--- src/rtl/ram_rmw_sched_pkg.sv ---
// ram_rmw_sched_pkg: shared FSM state, update op encoding and requester count
// for the read-modify-write scheduler.
package ram_rmw_sched_pkg;
    typedef enum logic [1:0] {INIT, IDLE, FETCH, MERGE} state_t;
    localparam logic OP_SET = 1'b1;
    localparam logic OP_CLR = 1'b0;
    localparam int NUM_REQ = 2;
endpackage

--- src/rtl/ram_rmw_rr_arb.sv ---
// ram_rmw_rr_arb: 2-way round-robin grant; the pointer only moves when both
// requesters compete, so a lone requester never loses its turn.
module ram_rmw_rr_arb
    import ram_rmw_sched_pkg::*;
(
    input  logic               Clk,
    input  logic               Rst_n,
    input  logic               Enable,
    input  logic [NUM_REQ-1:0] Req,
    output logic [NUM_REQ-1:0] Gnt
);
    logic ptr;

    always_comb Gnt = !Enable ? '0 : &Req ? (ptr ? 2'b10 : 2'b01) : Req;

    always_ff @(posedge Clk or negedge Rst_n)
        if (!Rst_n) ptr <= 1'b0;
        else if (Enable && &Req) ptr <= ~ptr;
endmodule

--- src/rtl/ram_rmw_sched.sv ---
// ram_rmw_sched: serialized set/clear-mask RMW scheduler over a 1R1W RAM with a
// clear sweep after reset; RAM_RMW_SCHED_BYPASS_EN forwards merged words to colliding lookups.
module ram_rmw_sched
    import ram_rmw_sched_pkg::*;
#(
    parameter int A = 9,
    parameter int D = 64
) (
    input  logic                 Clk,
    input  logic                 Rst_n,
    input  logic [NUM_REQ-1:0]   UpdValid,
    output logic [NUM_REQ-1:0]   UpdReady,
    input  logic [2*A-1:0]       UpdAddr,
    input  logic [NUM_REQ-1:0]   UpdOp,
    input  logic [2*D-1:0]       UpdMask,
    output logic [NUM_REQ-1:0]   UpdDone,
    input  logic                 LkpValid,
    input  logic [A-1:0]         LkpAddr,
    output logic                 LkpRspValid,
    output logic [D-1:0]         LkpRspData,
    output logic                 InitDone,
    output logic                 RamWrEnb,
    output logic [A-1:0]         RamWrAddr,
    output logic [D-1:0]         RamWrData,
    input  logic [D-1:0]         RamWrDataOut,
    output logic                 RamRdEnb,
    output logic [A-1:0]         RamRdAddr,
    input  logic [D-1:0]         RamRdData
);
    state_t state, nextState;
    logic [A-1:0] cnt, capAddr;
    logic capOp;
    logic [D-1:0] capMask, merged;
    logic [NUM_REQ-1:0] gnt, capGnt;

    ram_rmw_rr_arb uArb (
        .Clk(Clk),
        .Rst_n(Rst_n),
        .Enable(state == IDLE),
        .Req(UpdValid),
        .Gnt(gnt)
    );

    always_ff @(posedge Clk or negedge Rst_n)
        if (!Rst_n) state <= INIT;
        else state <= nextState;

    always_comb begin
        nextState = state;
        case (state)
            INIT:  nextState = &cnt ? IDLE : INIT;
            IDLE:  nextState = |gnt ? FETCH : IDLE;
            FETCH: nextState = MERGE;
            MERGE: nextState = IDLE;
        endcase
    end

    // RamWrDataOut holds the old word during MERGE because FETCH presented the address.
    always_comb begin
        merged    = capOp == OP_SET ? RamWrDataOut | capMask : RamWrDataOut & ~capMask;
        UpdReady  = gnt;
        RamWrEnb  = Rst_n && (state == INIT || state == MERGE);
        RamWrAddr = state == INIT ? cnt : capAddr;
        RamWrData = state == INIT ? '0 : merged;
        RamRdEnb  = LkpValid && InitDone;
        RamRdAddr = LkpAddr;
    end

    always_ff @(posedge Clk or negedge Rst_n)
        if (!Rst_n) begin
            cnt         <= '0;
            capAddr     <= '0;
            capOp       <= OP_CLR;
            capMask     <= '0;
            capGnt      <= '0;
            UpdDone     <= '0;
            InitDone    <= 1'b0;
            LkpRspValid <= 1'b0;
        end else begin
            cnt         <= state == INIT ? cnt + 1'b1 : '0;
            UpdDone     <= state == MERGE ? capGnt : '0;
            InitDone    <= state != INIT || &cnt;
            LkpRspValid <= RamRdEnb;
            if (|gnt) begin
                capAddr <= gnt[1] ? UpdAddr[2*A-1:A] : UpdAddr[A-1:0];
                capOp   <= gnt[1] ? UpdOp[1] : UpdOp[0];
                capMask <= gnt[1] ? UpdMask[2*D-1:D] : UpdMask[D-1:0];
                capGnt  <= gnt;
            end
        end

`ifdef RAM_RMW_SCHED_BYPASS_EN
    logic fwdHit;
    logic [D-1:0] fwdWord;

    // Registered select: the forwarded word replaces the read-first RAM data at no extra latency.
    always_ff @(posedge Clk or negedge Rst_n)
        if (!Rst_n) begin
            fwdHit  <= 1'b0;
            fwdWord <= '0;
        end else begin
            fwdHit  <= RamRdEnb && state == MERGE && LkpAddr == capAddr;
            fwdWord <= merged;
        end

    always_comb LkpRspData = !LkpRspValid ? '0 : fwdHit ? fwdWord : RamRdData;
`else
    always_comb LkpRspData = LkpRspValid ? RamRdData : '0;
`endif
endmodule

--- config.mk ---
export PLATFORM = sky130hd
export DESIGN_NAME = ram_rmw_sched
export DESIGN_NICKNAME = d
export VERILOG_FILES = /design/src/rtl/ram_rmw_sched_pkg.sv /design/src/rtl/ram_rmw_rr_arb.sv /design/src/rtl/ram_rmw_sched.sv
export SDC_FILE = /design/constraint.sdc
export NUM_CORES = 1
export LEC_CHECK = 0
export CAP_MARGIN = 20
export CORE_AREA = 2 2 174 176
export CTS_BUF_LIST = sky130_fd_sc_hd__clkbuf_8
export CTS_CLUSTER_SIZE = 25
export DETAILED_ROUTE_END_ITERATION = 10
export DIE_AREA = 0 0 176 178
export HOLD_SLACK_MARGIN = 0.15
export PLACE_DENSITY = 0.49
export SYNTH_ARGS = -nofsm -noshare
export SYNTH_HDL_FRONTEND = slang
export SYNTH_HIERARCHICAL = 1
export SYNTH_SLANG_ARGS = --single-unit
--- constraint.sdc ---
create_clock -name Clk -period 2.7 [get_ports Clk]
set_input_delay 0.54 -clock Clk [delete_from_list [all_inputs] [get_ports Clk]]
set_output_delay 0.54 -clock Clk [all_outputs]
set_load 0.01 [all_outputs]
## After elaboration in Yosys (flattened, before gate mapping)

Index checks and enable logic that the tools add are counted.

| word-level totals | value |
|---|---|
| flip-flop bits (word level) | 92 |
| bits in latches | 0 |
| RAM bits | 0 |
| ROM bits | 0 |
| input port bits | 290 |
| output and inout bits | 154 |
| word-level logic and storage cells | 43 |
| memories | 0 |

| cells by class | value |
|---|---|
| add/sub/neg operators | 1 |
| $mul | 0 |
| div/mod/pow operators | 0 |
| $lt $le $gt $ge | 0 |
| eq/ne operators | 3 |
| shift-type cells | 0 |
| multiplexer cells | 15 |
| bitwise operators | 4 |
| reductions and logical operators | 10 |

Operator list:

| kind | number |
|---|---|
| $mux W64 | 4 |
| $and A64 B64 Y64 | 1 |
| $not A64 Y64 | 1 |
| $or A64 B64 Y64 | 1 |
| $mux W9 | 3 |
| $mux W2 | 5 |
| $add A9 B1 Y9 const B | 1 |
| $reduce_and A9 Y1 | 1 |
| $pmux W2 S4 | 1 |
| $eq A2 B2 Y1 const B | 2 |
| $logic_and A1 B1 Y1 | 3 |
| $eq A2 B1 Y1 const B | 1 |
| $logic_not A2 Y1 | 1 |
| $logic_or A1 B1 Y1 | 2 |
| $mux W1 | 2 |
| $reduce_and A2 Y1 | 1 |
| $reduce_bool A2 Y1 | 1 |
| $reduce_or A2 Y1 | 1 |
| $not A1 Y1 | 1 |

## Logic depth before layout (Yosys ltp)

| logic depth | value |
|---|---|
| depth in word-level cells | 6 |
| depth in mapped cells | 9 |
| gate-level depth less buffers | 7 |

## Hierarchy

The synthesis kept the hierarchy.

Modules (own cells, without submodules):

| module | instances | cells each | area each (µm²) | seq. area each (µm²) |
|---|---|---|---|---|
| ram_rmw_sched | 1 | 626 | 5703.0 | 2277.2 |
| ram_rmw_rr_arb | 1 | 8 | 60.1 | 25.0 |

## Worst setup path before layout

OpenSTA, ideal clock, no wires.

| path | value |
|---|---|
| path kind | reg-to-reg |
| from | register with a tool-made name |
| to | register state[0] |
| setup time | 0.133 ns |
| arrival | 1.813 ns |
| required time | 2.567 ns |
| setup slack | 0.754 ns |
| stages on the path, launching flop included | 10 |
| path buffers | 2 |
| clock period less this slack | 1.946 ns |
| cells stage by stage | dfrtp_1 > inv_1 > ha_1 > nand2_1 > a21oi_1 > buf_4 > buf_6 > nor2_1 > a2111oi_2 > a21oi_1 |

RTL lines:

| what | RTL line | RTL |
|---|---|---|
| end signal: assignment | ram_rmw_sched.sv:46 | `else state <= nextState;` |
| end: declaration | ram_rmw_sched.sv:30 | `state_t state, nextState;` |

==> metrics <==
Seq cells post-synth=92; synth unique cells=26; post-DR vias/cell=4.07; VDD IR max=0.264 mV; status=finished, final reports clean; syn avg cell area=9.09 um2; first-pass GRT wire length=35.6 mm; vias=5794; io pins=444; Die X=176 um; Inst Count DP=1406; nets=1325; warnings from Yosys=6; final global-route overflow total=0; PD cells=659 nW/um2; Syn Nets=930; Post-synth EDFFs=0; final setup vio count=0; gpl congestion=0.726; final period utilization=95.6%; Syn Inst Count=634; Final Slew Violations=0; Critical Path RT=2.16 ns; max_cap viols=0; Post-synth ARST share=100%; DR DRC count=0; largest net degree at the start of global routing=82; CTS Sinks=92; DRT antenna net count=0; mapped cell area=5760 um2; Critical Path Start Type=flip-flop; DP Area=10400 um2; Iteration-0 DRC Markers=163; Placeable Area=29400 um2; worst skew pair latency=0.37 ns; post-DP HPWL=19.1 mm; CTS tree=built; Fmax=0.387 GHz; actual slew at the worst max-slew pin=0.691 ns; Row Count=63; Slew headroom=54.0%; P&R area growth vs syn=84.8%; endpoint type of the worst setup path=output port; initial antenna violation count=2; CTS buffer count=9; Reg2Reg Depth=8; Worst Hold Class=in -> async; Clock transition at path regs=0.09 ns; critical path class=reg -> out; detailed-route wire length per cell=17.2 um; H-tree depth=3; vias in the first global route=5962; Total Wirelength=24.6 mm; Final Skew=0.00806 ns; Final Non-Filler Cells=1424; post-layout util=36.2%; register area share after synthesis=39.9%; FF-to-FF End=capMask[25]; Initial Util=19.6%; RSZ-0062 raised after global routing=no; r2r setup slk=0.60 ns; Tmin final=2.58 ns; P_leak=4.08 nW; Tot GR Track Use=15.1%; Die Height=178 um; Die Area=31300 um2; worst setup path end=RamWrData[48]; Clock Tree Buf Depth=2; worst-path maximum fanout=23; final hold violations=0; port buffer count=425; final std cell area, no fill=10700 um2; predominant post-synthesis flop cell=dfrtp_1; layout cells sized above 1=4.36%; Root Buffer Master=clkbuf_8; drt pass-1 iters=4; crit path DAT=2.04 ns
-- synthesized netlist by cell type (all sizes together), types with 2 or more instances --
cell type / count / area share, %
or3: 3 / 0.33
mux2i: 138 / 24
a21boi: 3 / 0.39
nand2: 83 / 5.4
inv: 9 / 0.59
buf: 39 / 4.4
and2: 72 / 7.8
mux2: 6 / 1.2
a21oi: 3 / 0.26
nor2b: 2 / 0.22
xnor2: 3 / 0.46
dfrtp: 92 / 40
clkbuf: 18 / 1.2
o21ai: 81 / 7.0
ha: 6 / 1.3
nor2: 66 / 4.3
nand3: 5 / 0.52
-- registers in the layout (all words and copies together), names as in the netlist, named ones only --
register / cells
capMask: 64
UpdDone: 2
capOp: 1
cnt: 9
state: 1
capGnt: 2
InitDone: 1
LkpRspValid: 1
capAddr: 9
uArb/ptr: 1
-- worst max-delay path, cell delays in order (launching register included) --
cell             delay (ns)
dfrtp_1                0.40
inv_2                  0.08
ha_4                   0.19
buf_4                  0.22
nor2_1                 0.21
clkdlybuf4s50_1        0.57
-- metal layers --
metal	wire (um)	vias up	global-route usage, %
met5	8	-	0
met4	605	2	5.10
met3	2140	35	5.26
met2	12700	249	27.9
met1	9090	2615	16.1
li1	-	2893	-
-- cells in the final DEF (no fill, tap or decap), types with 2 or more instances in the layout --
cell,count
a21boi_1,3
a21oi_4,2
and2_1,72
buf_12,5
buf_4,10
bufinv_16,2
clkbuf_8,10
clkdlybuf4s50_1,418
clkinvlp_4,2
dfrtp_1,91
diode_2,2
dlygate4sd2_1,4
dlymetal6s2s_1,2
ha_1,5
inv_1,8
mux2_2,6
mux2i_1,138
nand2_1,83
nand3_1,4
nor2_1,65
nor2b_1,2
o21ai_0,61
o21ai_1,20
or3_1,3
xnor2_1,3
-- timing repair --
item	4_1_cts	5_1_grt
pin swaps	0	1
buffers inserted	1	0
gates cloned	1	0
hold buffers	0	0
endpoints found under the setup margin	15	6
gates resized for setup	6	3
-- worst min path at each step --
stage / to
after CTS: capMask[54]
after detailed placement: capGnt[0]
final: capMask[3]
after global placement: capGnt[0]
after floorplan: InitDone
after global routing: capMask[3]
-- cell type report --
type	count	area [um2]
Timing Repair Buffer	441	4460
Clock buffer	10	138
Multi-Input combinational cell	476	3150
Clock inverter	4	75.1
Inverter	9	33.8
Sequential cell	92	2300
Tap cell	390	488
Antenna cell	2	5.00
Fill cell	3029	18800
-- per-stage QoR --
stage / setup TNS [ns] / total power, W / worst slack [ns] / hold WS [ns]
global placement: 0 / 0.00599 / 0.197 / 0.457
finish: 0 / 0.00702 / 0.118 / 0.281
floorplan: 0 / 0.00427 / 0.754 / 0.244
global route: 0 / 0.00759 / 0.0261 / 0.300
CTS: -0.00985 / 0.00718 / -0.00985 / 0.298
detailed placement: 0 / 0.00603 / 0.184 / 0.466
-- power breakdown --
| group | internal (W) | leakage (nW) | total, W | switching [W] |
|---|---|---|---|---|
| Clock | 0.000538 | 0.100 | 0.00107 | 0.000535 |
| Combinational | 0.00196 | 2.84 | 0.00343 | 0.00147 |
| Sequential | 0.00200 | 1.14 | 0.00251 | 0.000519 |
-- cells by family after synthesis --
family / after synthesis / share of synthesized area, %
xor gates and xnor gates: 4 / 0.608
DFF: 92 / 39.9
buffers and inverters: 66 / 6.12
and+or+nand+nor: 232 / 18.7
AOI/OAI and AO/OA: 90 / 8.18
muxes: 144 / 25.1
adders and majority gates: 6 / 1.30
Note: power is estimated with default switching activity, not from simulation.
